## config.mk

```make
export PLATFORM = sky130hd
export DESIGN_NAME = cflog_writer_flat
export DESIGN_NICKNAME = d
export VERILOG_FILES = /design/src/rtl/cflog_writer_if.sv /design/src/rtl/cflog_writer.sv /design/src/flat_wrapper.sv
export SDC_FILE = /design/constraint.sdc
export NUM_CORES = 1
export LEC_CHECK = 0
export BUFFER_PORTS_ARGS = -buffer_cell sky130_fd_sc_hd__buf_4
export CORE_UTILIZATION = 55
export CTS_BUF_LIST = sky130_fd_sc_hd__clkbuf_2 sky130_fd_sc_hd__clkbuf_4 sky130_fd_sc_hd__clkbuf_8
export CTS_CLUSTER_SIZE = 20
export DETAILED_ROUTE_END_ITERATION = 10
export PLACE_DENSITY_LB_ADDON = 0.08
export SLEW_MARGIN = 20
export SYNTH_ARGS = -nofsm -noshare
export SYNTH_HDL_FRONTEND = slang
export SYNTH_SLANG_ARGS = --single-unit
```

## constraint.sdc

```tcl
create_clock -name mclk -period 2.85 [get_ports mclk]
set_input_delay 0.4275 -clock mclk [delete_from_list [all_inputs] [get_ports mclk]]
set_output_delay 0.4275 -clock mclk [all_outputs]
set_load 0.02 [all_outputs]
```

## src/rtl/cflog_writer_if.sv

```systemverilog
// Event, flush-handshake and log-memory signals shared by the CF-Log writer and its environment.
// The writer uses the slave modport; the event source / log side uses master.
interface cflog_writer_if #(
  parameter int ADDR_MSB = 7
);
  logic              enable;
  logic              cf_valid;
  logic [15:0]       cf_src;
  logic [15:0]       cf_dst;
  logic              cf_ready;
  logic              flush_now;
  logic              flush_ack;
  logic              flush_req;
  logic              log_wen;
  logic [ADDR_MSB:0] log_addr;
  logic [15:0]       log_din1;
  logic [15:0]       log_din2;
  logic [ADDR_MSB:0] log_ptr;

  modport master (
    output enable, cf_valid, cf_src, cf_dst, flush_now, flush_ack,
    input  cf_ready, flush_req, log_wen, log_addr, log_din1, log_din2, log_ptr
  );

  modport slave (
    input  enable, cf_valid, cf_src, cf_dst, flush_now, flush_ack,
    output cf_ready, flush_req, log_wen, log_addr, log_din1, log_din2, log_ptr
  );
endinterface

```

## src/rtl/cflog_writer.sv

```systemverilog
// CF-Log writer: logs src/dst pairs as two-word entries, folds identical consecutive pairs
// into a {FFFF, count} entry, and requests a flush when the log cannot take the next entry.
module cflog_writer #(
  parameter int LOG_SIZE = 256,
  parameter int ADDR_MSB = 7
) (
  input  logic          mclk,
  input  logic          puc_rst,
  cflog_writer_if.slave bus
);
  localparam int                WORDS   = LOG_SIZE / 2;
  localparam logic [ADDR_MSB:0] WORDS_W = (ADDR_MSB + 1)'(WORDS);
  localparam logic [ADDR_MSB:0] TWO     = (ADDR_MSB + 1)'(2);

  typedef enum logic [1:0] {IDLE, WR_CNT, WR_PAIR, FLUSH} state_t;

  state_t            state_q;
  logic [15:0]       rptCnt_q;
  logic              lastValid_q;
  logic [15:0]       lastSrc_q;
  logic [15:0]       lastDst_q;
  logic              pendValid_q;
  logic [15:0]       pendSrc_q;
  logic [15:0]       pendDst_q;
  logic              cfReady_q;
  logic              flushReq_q;
  logic              logWen_q;
  logic [ADDR_MSB:0] logAddr_q;
  logic [15:0]       logDin1_q;
  logic [15:0]       logDin2_q;
  logic [ADDR_MSB:0] logPtr_q;

  logic [ADDR_MSB:0] freeWords;
  logic              accept;
  logic              isRepeat;
  logic              cntPending;
  logic              fitsEntry;

  assign freeWords  = WORDS_W - logPtr_q;
  assign accept     = (state_q == IDLE) && bus.cf_valid;
  assign isRepeat   = lastValid_q && (bus.cf_src == lastSrc_q) && (bus.cf_dst == lastDst_q)
                      && (rptCnt_q != 16'hFFFF);
  assign cntPending = (rptCnt_q != 16'h0000);
  // Pointer and free space are always even, so one free entry is all a single write needs.
  assign fitsEntry  = (freeWords >= TWO);

  always_ff @(posedge mclk) begin
    if (puc_rst) begin
      state_q     <= IDLE;
      rptCnt_q    <= '0;
      lastValid_q <= 1'b0;
      lastSrc_q   <= '0;
      lastDst_q   <= '0;
      pendValid_q <= 1'b0;
      pendSrc_q   <= '0;
      pendDst_q   <= '0;
      cfReady_q   <= 1'b1;
      flushReq_q  <= 1'b0;
      logWen_q    <= 1'b0;
      logAddr_q   <= '0;
      logDin1_q   <= '0;
      logDin2_q   <= '0;
      logPtr_q    <= '0;
    end else begin
      logWen_q <= 1'b0;
      case (state_q)
        IDLE: begin
          if (accept) begin
            if (bus.enable && isRepeat) begin
              rptCnt_q <= rptCnt_q + 16'd1;
            end else if (bus.enable) begin
              cfReady_q <= 1'b0;
              pendSrc_q <= bus.cf_src;
              pendDst_q <= bus.cf_dst;
              if (fitsEntry && cntPending) begin
                logWen_q    <= 1'b1;
                logAddr_q   <= logPtr_q;
                logDin1_q   <= 16'hFFFF;
                logDin2_q   <= rptCnt_q;
                logPtr_q    <= logPtr_q + TWO;
                rptCnt_q    <= '0;
                pendValid_q <= 1'b1;
                state_q     <= WR_CNT;
              end else if (fitsEntry) begin
                logWen_q    <= 1'b1;
                logAddr_q   <= logPtr_q;
                logDin1_q   <= bus.cf_src;
                logDin2_q   <= bus.cf_dst;
                logPtr_q    <= logPtr_q + TWO;
                lastSrc_q   <= bus.cf_src;
                lastDst_q   <= bus.cf_dst;
                lastValid_q <= 1'b1;
                state_q     <= WR_PAIR;
              end else begin
                pendValid_q <= 1'b1;
                flushReq_q  <= 1'b1;
                state_q     <= FLUSH;
              end
            end
          end else if (bus.flush_now) begin
            cfReady_q   <= 1'b0;
            pendValid_q <= 1'b0;
            if (fitsEntry && cntPending) begin
              logWen_q  <= 1'b1;
              logAddr_q <= logPtr_q;
              logDin1_q <= 16'hFFFF;
              logDin2_q <= rptCnt_q;
              logPtr_q  <= logPtr_q + TWO;
              rptCnt_q  <= '0;
              state_q   <= WR_CNT;
            end else begin
              flushReq_q <= 1'b1;
              state_q    <= FLUSH;
            end
          end
        end
        // Count already issued; the pointer now reflects it when deciding whether the pair fits.
        WR_CNT: begin
          if (pendValid_q && fitsEntry) begin
            logWen_q    <= 1'b1;
            logAddr_q   <= logPtr_q;
            logDin1_q   <= pendSrc_q;
            logDin2_q   <= pendDst_q;
            logPtr_q    <= logPtr_q + TWO;
            lastSrc_q   <= pendSrc_q;
            lastDst_q   <= pendDst_q;
            lastValid_q <= 1'b1;
            pendValid_q <= 1'b0;
            state_q     <= WR_PAIR;
          end else begin
            flushReq_q <= 1'b1;
            state_q    <= FLUSH;
          end
        end
        WR_PAIR: begin
          cfReady_q <= 1'b1;
          state_q   <= IDLE;
        end
        FLUSH: begin
          if (bus.flush_ack) begin
            flushReq_q <= 1'b0;
            rptCnt_q   <= '0;
            if (pendValid_q) begin
              logWen_q    <= 1'b1;
              logAddr_q   <= '0;
              logDin1_q   <= pendSrc_q;
              logDin2_q   <= pendDst_q;
              logPtr_q    <= TWO;
              lastSrc_q   <= pendSrc_q;
              lastDst_q   <= pendDst_q;
              lastValid_q <= 1'b1;
              pendValid_q <= 1'b0;
              state_q     <= WR_PAIR;
            end else begin
              logPtr_q    <= '0;
              lastValid_q <= 1'b0;
              cfReady_q   <= 1'b1;
              state_q     <= IDLE;
            end
          end
        end
        default: state_q <= IDLE;
      endcase
    end
  end

  assign bus.cf_ready  = cfReady_q;
  assign bus.flush_req = flushReq_q;
  assign bus.log_wen   = logWen_q;
  assign bus.log_addr  = logAddr_q;
  assign bus.log_din1  = logDin1_q;
  assign bus.log_din2  = logDin2_q;
  assign bus.log_ptr   = logPtr_q;
endmodule

```

## src/flat_wrapper.sv

```systemverilog
// flat-port wrapper written by rule: the top's interface ports become plain ports
module cflog_writer_flat 
#(
  parameter int LOG_SIZE = 256,
  parameter int ADDR_MSB = 7
)
  (mclk, puc_rst, bus_enable, bus_cf_valid, bus_cf_src, bus_cf_dst, bus_flush_now, bus_flush_ack, bus_cf_ready, bus_flush_req, bus_log_wen, bus_log_addr, bus_log_din1, bus_log_din2, bus_log_ptr);
  cflog_writer_if #(.ADDR_MSB(ADDR_MSB)) bus_i ();
  input  logic mclk;
  input  logic puc_rst;
  input wire logic [$bits(bus_i.enable)-1:0] bus_enable;
  input wire logic [$bits(bus_i.cf_valid)-1:0] bus_cf_valid;
  input wire logic [$bits(bus_i.cf_src)-1:0] bus_cf_src;
  input wire logic [$bits(bus_i.cf_dst)-1:0] bus_cf_dst;
  input wire logic [$bits(bus_i.flush_now)-1:0] bus_flush_now;
  input wire logic [$bits(bus_i.flush_ack)-1:0] bus_flush_ack;
  output wire logic [$bits(bus_i.cf_ready)-1:0] bus_cf_ready;
  output wire logic [$bits(bus_i.flush_req)-1:0] bus_flush_req;
  output wire logic [$bits(bus_i.log_wen)-1:0] bus_log_wen;
  output wire logic [$bits(bus_i.log_addr)-1:0] bus_log_addr;
  output wire logic [$bits(bus_i.log_din1)-1:0] bus_log_din1;
  output wire logic [$bits(bus_i.log_din2)-1:0] bus_log_din2;
  output wire logic [$bits(bus_i.log_ptr)-1:0] bus_log_ptr;
  assign bus_i.enable = bus_enable;
  assign bus_i.cf_valid = bus_cf_valid;
  assign bus_i.cf_src = bus_cf_src;
  assign bus_i.cf_dst = bus_cf_dst;
  assign bus_i.flush_now = bus_flush_now;
  assign bus_i.flush_ack = bus_flush_ack;
  assign bus_cf_ready = bus_i.cf_ready;
  assign bus_flush_req = bus_i.flush_req;
  assign bus_log_wen = bus_i.log_wen;
  assign bus_log_addr = bus_i.log_addr;
  assign bus_log_din1 = bus_i.log_din1;
  assign bus_log_din2 = bus_i.log_din2;
  assign bus_log_ptr = bus_i.log_ptr;
  cflog_writer #(.LOG_SIZE(LOG_SIZE), .ADDR_MSB(ADDR_MSB)) u_core (.mclk(mclk), .puc_rst(puc_rst), .bus(bus_i));
endmodule
```

Yosys cells after proc, flatten, opt, wreduce, memory -nomap -nowiden
Cells that the tools add are included.
{"block": "op_classes", "addsub": 3, "magnitude_cmp": 1, "eq_ne": 26, "n_mux": 114, "bitwise_logic": 1, "n_reduce_logical": 22}
{"cell": "$mux W16", "count": 34}
{"cell": "$pmux W16 S3", "count": 4}
{"cell": "$mux W8", "count": 19}
{"cell": "$pmux W8 S3", "count": 2}
{"cell": "$mux W1", "count": 39}
{"cell": "$eq A16 B16 Y1", "count": 2}
{"cell": "$pmux W16 S2", "count": 1}
{"cell": "$reduce_and A9 Y1", "count": 3}
{"cell": "$mux W2", "count": 9}
{"cell": "$add A16 B1 Y16 const B", "count": 1}
{"cell": "$ne A16 B16 Y1 const B", "count": 1}
{"cell": "$reduce_and A8 Y1", "count": 2}
{"cell": "$reduce_bool A16 Y1", "count": 1}
{"cell": "$pmux W1 S3", "count": 5}
{"cell": "$ne A2 B2 Y1 const B", "count": 6}
{"cell": "$ne A3 B3 Y1 const B", "count": 4}
{"cell": "$reduce_and A4 Y1", "count": 3}
{"cell": "$ne A3 B2 Y1 const B", "count": 3}
{"cell": "$add A8 B2 Y8 const B", "count": 1}
{"cell": "$ge A8 B2 Y1 const B", "count": 1}
{"cell": "$ne A2 B1 Y1 const B", "count": 4}
{"cell": "$ne A4 B4 Y1 const B", "count": 2}
{"cell": "$pmux W2 S4", "count": 1}
{"cell": "$sub A8 B8 Y8 const A", "count": 1}
{"cell": "10 further kinds", "count": 18}
{"block": "word_totals", "register_bits": 135, "in_bits": 38, "out_inout_bits": 51, "word_cells": 182}

Depth between registers and ports, before layout
Gate-level depths: netlist (run 1).
{"block": "depth", "ltp_word": 8, "depth_mapped": 14}

Least setup slack after synthesis (run 1)
Ideal clock, no wire load.
{"block": "synth_timing", "path_kind": "reg-to-reg", "from": "reg u_core.logPtr_q[1], in the netlist u_core.bus.log_ptr[1]", "to": "reg u_core.logDin1_q[0], in the netlist u_core.bus.log_din1[0]", "setup_ns": 0.128, "arrival_time_ns": 2.566, "setup_slack_ns": 0.155, "path_stages_with_launch": 12, "n_path_buf": 2, "cell_sequence": "dfxtp_1 inv_1 ha_1 a211o_1 a21oi_1 o21ai_1 a21oi_2 buf_4 clkbuf_1 a211oi_1 nand3_1 o21ai_0"}
{"block": "synth_between", "elab_chain_cells": 8, "word_cells_on_any_way": 13, "cone_classes": "1 x add/sub; 1 x order compare; 3 x eq/ne; 5 x mux; 3 x reduce/logical"}
{"element": "start: declaration", "line": "cflog_writer.sv:31", "rtl": "logic [ADDR_MSB:0] logPtr_q;"}
{"element": "start signal: assignment", "line": "cflog_writer.sv:80", "rtl": "logPtr_q <= logPtr_q + TWO;"}
{"element": "start signal: assignment", "line": "cflog_writer.sv:89", "rtl": "logPtr_q <= logPtr_q + TWO;"}
{"element": "start signal: assignment", "line": "cflog_writer.sv:108", "rtl": "logPtr_q <= logPtr_q + TWO;"}
{"element": "$sub A8 B8 Y8 *", "line": "cflog_writer.sv:39", "rtl": "assign freeWords = WORDS_W - logPtr_q;"}
{"element": "$ge A8 B2 Y1 *", "line": "cflog_writer.sv:45", "rtl": "assign fitsEntry = (freeWords >= TWO);"}
{"element": "$logic_and A1 B1 Y1", "line": "cflog_writer.sv:75, cflog_writer.sv:103"}
{"element": "$mux W16", "line": "cflog_writer.sv:75", "rtl": "if (fitsEntry && cntPending) begin"}
{"element": "$mux W16", "line": "cflog_writer.sv:71", "rtl": "end else if (bus.enable) begin"}
{"element": "$mux W16", "line": "cflog_writer.sv:69", "rtl": "if (bus.enable && isRepeat) begin"}
{"element": "$mux W16", "line": "cflog_writer.sv:68", "rtl": "if (accept) begin"}
{"element": "$pmux W16 S3", "line": "cflog_writer.sv:66", "rtl": "case (state_q)"}
{"element": "end signal: assignment", "line": "cflog_writer.sv:87", "rtl": "logDin1_q <= bus.cf_src;"}
{"element": "end signal: assignment", "line": "cflog_writer.sv:122", "rtl": "logDin1_q <= pendSrc_q;"}
{"element": "end signal: assignment", "line": "cflog_writer.sv:146", "rtl": "logDin1_q <= pendSrc_q;"}
{"element": "end: declaration", "line": "cflog_writer.sv:29", "rtl": "logic [15:0] logDin1_q;"}
Every way passes the cells marked *; elsewhere a longest branch is shown, timed or not. The select of a mux whose other input is x is not followed.
A chain may end at the register's enable or synchronous reset.

Final worst setup path (run 1)
{"block": "layout_timing", "from": "reg u_core.rptCnt_q[0]", "to": "reg u_core.lastDst_q[2]"}
{"block": "layout_between", "elab_chain_cells": 5, "word_cells_on_any_way": 8, "cone_classes": "3 x eq/ne; 5 x reduce/logical"}
{"element": "start: declaration", "line": "cflog_writer.sv:18", "rtl": "logic [15:0] rptCnt_q;"}
{"element": "start signal: assignment", "line": "cflog_writer.sv:70", "rtl": "rptCnt_q <= rptCnt_q + 16'd1;"}
{"element": "$ne A16 B16 Y1", "line": "cflog_writer.sv:42", "rtl": "&& (rptCnt_q != 16'hFFFF);"}
{"element": "$logic_and A1 B1 Y1", "line": "cflog_writer.sv:42"}
{"element": "$logic_and A1 B1 Y1", "line": "cflog_writer.sv:69"}
{"element": "$ne A2 B2 Y1 (no line)"}
{"element": "$reduce_and A9 Y1 (no line) *"}
{"element": "end signal: assignment", "line": "cflog_writer.sv:91", "rtl": "lastDst_q <= bus.cf_dst;"}
{"element": "end signal: assignment", "line": "cflog_writer.sv:126", "rtl": "lastDst_q <= pendDst_q;"}
{"element": "end signal: assignment", "line": "cflog_writer.sv:150", "rtl": "lastDst_q <= pendDst_q;"}
{"element": "end: declaration", "line": "cflog_writer.sv:21", "rtl": "logic [15:0] lastDst_q;"}
Every way passes the cells marked *; elsewhere a longest branch is shown, timed or not.

==> results of run 1 <==
## state kept, by name (all words and copies together) (netlist names)
register	flops
u_core.bus.log_din1	16
u_core.bus.log_din2	16
u_core.lastDst_q	16
u_core.lastSrc_q	16
u_core.pendDst_q	16
u_core.pendSrc_q	16
u_core.rptCnt_q	16
u_core.bus.log_addr	8
u_core.bus.log_ptr	7
u_core.state_q	2
u_core.bus.cf_ready	1
u_core.bus.flush_req	1
u_core.bus.log_wen	1
u_core.lastValid_q	1
u_core.pendValid_q	1
## through the flow
step | hold slack [ns] | total power (uW) | setup WS (ns) | instance area [um^2]
floorplan | 0.454 | 5640 | 0.155 | 7350
global placement | 0.444 | 7020 | -0.0649 | 8430
detailed placement | 0.453 | 7050 | -0.0768 | 8430
CTS | 0.209 | 8730 | 0.0370 | 8840
global route | 0.227 | 9340 | 0.0186 | 8860
finish | 0.223 | 8780 | 0.197 | 8860
## synth_stat cells (7+ instances only)
master	n
dfxtp_1	134
nor2_1	106
o21ai_0	87
nand2_1	82
nor3_1	82
a21oi_1	69
clkbuf_1	63
a211oi_1	29
xor2_1	29
nand3_1	28
mux2i_1	23
o211ai_1	17
o41ai_1	14
inv_1	13
nand4_1	13
nor2b_1	13
nor4_1	12
ha_1	10
nand2b_1	10
a31oi_1	8
and3_1	8
buf_2	7
## where the power goes
part	switching (uW)	internal (uW)	leakage, uW	total [uW]
clock	782	893	0.000203	1670
combinational	2750	1700	0.00218	4450
sequential	297	2370	0.00110	2660
total	3820	4960	0.00348	8780
## kinds of logic after synthesis
| group | count (synthesis) | synth area share, % |
|---|---|---|
| xor gates and xnor gates | 29 | 3.45 |
| DFF | 134 | 36.5 |
| buffers and inverters | 96 | 5.75 |
| adders and majority gates | 10 | 1.70 |
| and+or+nand+nor | 390 | 26.0 |
| muxes | 23 | 3.13 |
| AOI/OAI and AO/OA | 273 | 23.4 |
| other | 1 | 0.0510 |
## how the worst min path moves through the flow
stage / start / end / slack, ns
2_1_floorplan: u_core.pendDst_q[0] / u_core.pendDst_q[0] / 0.45
6_report: bus_cf_src[0] / u_core.pendSrc_q[0] / 0.22
3_3_place_gp: u_core.bus.log_addr[0] / u_core.bus.log_addr[0] / 0.44
5_1_grt: bus_cf_src[0] / u_core.pendSrc_q[0] / 0.23
3_5_place_dp: u_core.bus.log_addr[3] / u_core.bus.log_addr[3] / 0.45
4_1_cts: bus_cf_src[0] / u_core.pendSrc_q[0] / 0.21
## worst max-delay path: cells and delay by family, from the launching register on
kind / cells / cell delay [ns]
and+or+nand+nor: 6 / 1.25
DFF: 1 / 0.33
adders and majority gates: 1 / 0.16
AOI/OAI and AO/OA: 1 / 0.41
buffers and inverters: 2 / 0.35
## metal layers
layer	track usage, %	part of all wire, %	routed length, um	vias to the layer above
li1	-	-	-	3628
met1	44.0	45	9720	3457
met2	47.4	45	9620	342
met3	4.99	7.3	1570	48
met4	14.3	2.9	616	0
met5	0	0	0	-
## final cells by class
type	instances	area, um^2	share of cell area [%]
timing repair buffer	147	1200	13.6
sequential	134	2680	30.3
clock inverter	12	154	1.74
inverter	14	52.6	0.593
tap	172	215	2.43
clock buffer	20	256	2.90
multi-input combinational	726	4300	48.5
==> results by group, run 1 <==
Run status
  • Status: finished, final reports clean

Global route
  • Overflow after GRT: 0
  • Antenna violations before repair: 0
  • Vias in the first global route: 6763
  • Largest net degree at the start of global routing: 106
  • GRT Overall Usage: 31.4%
  • Global-route wire length before repair: 35.1 mm

Worst setup path
  • Crit-path slowest cell: or4_1
  • Reg-to-reg endpoint: u_core.lastDst_q[2]
  • Cell Chain, Critical Path: ha_1, nand3_1, or4_1, nor2_2, nor4_4, buf_4, o41a_1, buf_12, nor3_1, nor3_1
  • Reg2reg path depth: 10
  • CP startpoint: u_core.rptCnt_q[0]
  • Worst path required time: 3.18 ns
  • Most used cell, CP: nor3_1
  • Flop2flop setup slack: 0.20 ns
  • Critical Path AT: 2.98 ns
  • Critical Path Fanout Max: 32
  • CP startpoint kind: flip-flop
  • Worst Setup EP: u_core.lastDst_q[2]
  • CP Capture Type: flip-flop
  • R2r startpoint: u_core.rptCnt_q[0]
  • CP Class: flip-flop to flip-flop
  • Crit-path max cell delay: 0.61 ns

Timing
  • Peak Freq: 0.377 GHz
  • RSZ-0062 raised after global routing: false
  • Final period utilization: 93.1%
  • # setup viols final: 0
  • Clk_skew: 0.00973 ns
  • Tmin final: 2.65 ns
  • Slew at the pin with the worst max-slew slack: 0.771 ns
  • Max_slew headroom: 48.5%
  • Final Slew Violations: 0
  • Setup TNS: 0 ns
  • Final hold vios: 0

CTS
  • Hold-fix buffer count after cts: 0
  • CTS tree: done
  • Htree depth: 4
  • CTS Buffer Depth: 2
  • CTS sink count: 134
  • Total CTS buffers: 17
  • Worst skew pair latency: 0.46 ns
  • Clock-pin slew on the worst setup and hold paths: 0.08 ns
  • Root Buffer: clkbuf_8
  • # Post-CTS Setup Buffers: 0
  • Resize count post-CTS: 0

Floorplan
  • Die Wd: 118 um
  • Initial Util: 57.3%
  • Num ports: 89
  • Die height: 118 um
  • Core footprint: 12800 um^2
  • # rows: 41
  • Die area: 13800 um^2

Synthesis
  • Largest area contributor in the netlist: dfxtp_1
  • Ys async rst share: 0%
  • Synth area leaders: dfxtp_1 36%, o21ai_0 5.9%, nor3_1 5.6%
  • Yosys reg bits: 134
  • Synth Flop Type: dfxtp_1
  • Yosys top cell area share: 36.5%
  • Post-Synthesis Net Count: 1004
  • Post-synthesis cell type count: 67
  • Post-synth EDFFs: 0
  • Seq/Total Area, Yosys: 36.5%
  • Post-Synthesis Cells: 956
  • Syn Std Cell Area: 7350 um^2
  • Yosys warns: 0
  • Syn Area/Cell: 7.69 um^2

Route
  • Antenna Nets Post-Route: 0
  • Post-DR vias/cell: 6.10
  • Routed vias: 7475
  • Routed length per instance: 17.6 um
  • Drt pass-1 iters: 7
  • Post-Route WL: 21.5 mm
  • Initial DRC count: 889
  • Drt drc: 0

Worst hold path
  • Hold Path Depth: 3
  • Hold WC Path Type: primary input to flip-flop

Job
  • Max_cap viols: 0

Layout
  • Fraction of layout cells with a size suffix above 1: 19.1%
  • Commonest non-fill, non-tap cell in the layout: buf_4
  • Most frequent cells in the layout: 139 x buf_4, 134 x dfxtp_1, 102 x nor2_1
  • Final cell count without fillers: 1225
  • P&R area growth vs syn: 20.5%
  • Fillers: 1147
  • Diode count: 0
  • Nets: 1088
  • Fin util: 69.1%

Placed design
  • Placed insts: 1193
  • Post-DP HPWL: 14.5 mm
  • RD Place Congestion: 0.934
  • Buffers added on ports: 87

Pwr
  • Highest ir drop seen on vdd: 0.000476 V
  • Pwr/cell area: 991 nW/um^2
  • P_leak: 0.00348 uW
No activity file was read; power rests on OpenSTA's default activity.
==> inputs of run 2 (changes only) <==
Settings changed: CORE_UTILIZATION 55 to 53, CTS_BUF_LIST sky130_fd_sc_hd__clkbuf_2 sky130_fd_sc_hd__clkbuf_4 sky130_fd_sc_hd__clkbuf_8 to not set.
==> run 2 against run 1 <==
Effect of this change:
- critical endpoint is now u_core.lastDst_q[0]
- final cell count is 0.33% higher
- setup slack worse by 0.027 ns
- power is 6.9% higher
- wire length is 6.5% higher
- via count is 2.2% higher
- first-iteration DRC count is 1.8% higher
- global-route usage is 1.1 points higher
- combinational power is 2% higher
- largest power group unchanged
- clock-buffer cell count is 1 higher
==> results by group, run 2 (same netlist as run 1, synthesis figures left out) <==
Timing
  • Max_slew headroom: 56.8%
  • Final Slew Violations: 0
  • Slew at the pin with the worst max-slew slack: 0.649 ns
  • # setup viols final: 0
  • Peak Freq: 0.373 GHz
  • RSZ-0062 raised after global routing: false
  • Final worst slack: 0.170 ns
  • Hold_ws: 0.264 ns
  • Clk_skew: 0.0109 ns
  • Final hold vios: 0
  • Tmin final: 2.68 ns
  • Final period utilization: 94.0%

CTS
  • Root Buffer: clkbuf_16
  • CTS tree: done
  • CTS Buffer Depth: 2
  • # Post-CTS Setup Buffers: 0
  • Hold-fix buffer count after cts: 0
  • CTS sink count: 134
  • Total CTS buffers: 17
  • Worst skew pair latency: 0.43 ns
  • Resize count post-CTS: 1
  • Clock-pin slew on the worst setup and hold paths: 0.06 ns
  • Htree depth: 4

Route
  • Post-DR vias/cell: 6.22
  • Routed vias: 7639
  • Initial DRC count: 905
  • Drt drc: 0
  • Post-Route WL: 22.9 mm
  • Antenna Nets Post-Route: 0
  • Routed length per instance: 18.7 um
  • Drt pass-1 iters: 6

Global route
  • Vias in the first global route: 6966
  • Largest net degree at the start of global routing: 122
  • GRT Overall Usage: 32.5%
  • Antenna violations before repair: 0
  • GRT met2 Usage: 49.9%
  • Overflow after GRT: 0
  • Met3 usage: 6.56%
  • Routing usage on met1: 45.0%
  • Global-route wire length before repair: 36.7 mm
  • Grt peak-use layer: met2

Run status
  • Status: finished, final reports clean

Floorplan
  • Num ports: 89
  • Initial Util: 54.9%
  • Core footprint: 13400 um^2
  • Die height: 120 um
  • Die Wd: 120 um
  • Die area: 14400 um^2
  • # rows: 42

Layout
  • Nets: 1088
  • P&R area growth vs syn: 22.8%
  • Fillers: 1193
  • Fraction of layout cells with a size suffix above 1: 19.2%
  • Diode count: 0
  • Commonest non-fill, non-tap cell in the layout: buf_4
  • Most frequent cells in the layout: 140 x buf_4, 134 x dfxtp_1, 101 x nor2_1
  • Final Instance Area: 9030 um^2

Placed design
  • Area after DPL: 8430 um^2
  • Buffers added on ports: 87
  • RD Place Congestion: 0.962
  • Dpl ws: -0.177 ns
  • Post-DP HPWL: 15.0 mm

Worst setup path
  • Critical Path AT: 2.97 ns
  • CP Class: flip-flop to flip-flop
  • Critical Path Fanout Max: 32
  • CP Capture Type: flip-flop
  • CP startpoint kind: flip-flop
  • Worst path required time: 3.14 ns

Job
  • Max_cap viols: 0

Pwr
  • Highest ir drop seen on vdd: 0.000514 V
  • Pwr/cell area: 1040 nW/um^2
  • P_leak: 0.00355 uW

Worst hold path
  • Hold WC Path Type: primary input to flip-flop
==> run 2: cell types whose count changed in the layout (fill, tap and decap cells not counted), sizes merged <==
cell	change
clkinvlp	-1
clkinv	+1
bufinv	-1
clkbuf	+1
==> run 2: layout make-up <==
cell class                 instances  area, um^2  share of cell area (%)
clock buffer                      21         450                    4.99
inverter                          14        52.6                   0.582
multi-input combinational        726        4310                    47.7
clock inverter                    11         125                    1.39
timing repair buffer             147        1190                    13.2
sequential                       134        2680                    29.7
tap                              176         220                    2.44
==> run 2: worst max-delay path, stage by stage, from the launching register on <==
cell and delay, ns:
dfxtp_1 0.33, ha_1 0.20, nand3_1 0.12, or4_1 0.60, nor2_2 0.17, nor4_4 0.07
buf_4 0.16, o41a_1 0.40, buf_12 0.19, nor3_1 0.21, nor3_1 0.07
==> run 2: final timing paths <==
| path | start | slack (ns) | endpoint | cells past startpoint |
|---|---|---|---|---|
| setup / recovery | u_core.rptCnt_q[1] | 0.17 | u_core.lastDst_q[0] | 10 |
| hold reg to reg | u_core.bus.log_din1[1] | 0.46 | u_core.bus.log_din1[1] | 2 |
| hold / removal | bus_cf_src[9] | 0.26 | u_core.pendSrc_q[9] | 3 |
| setup reg to reg | u_core.rptCnt_q[1] | 0.17 | u_core.lastDst_q[0] | 10 |
==> run 2: layer usage <==
layer	up-vias	wire length [um]	share of wire, %
met3	38	1670	7.3
met2	377	10500	46
li1	3639	-	-
met1	3585	10300	45
met4	0	504	2.2
met5	-	0	0
==> run 2: through the flow <==
step	power [uW]	TNS (ns)	utilization, %	instances
after floorplan	5640	0	-	956
after global placement	7080	-2.39	62.9	1197
after detailed placement	7150	-2.63	62.9	1197
after CTS	9320	0	67.2	1229
after global routing	9950	0	67.4	1229
final	9390	0	67.4	1229
==> run 2: where the power goes <==
part	leakage [uW]	switching, uW	internal (uW)
Sequential	0.00110	307	2370
Combinational	0.00217	2830	1720
Clock	0.000277	848	1310
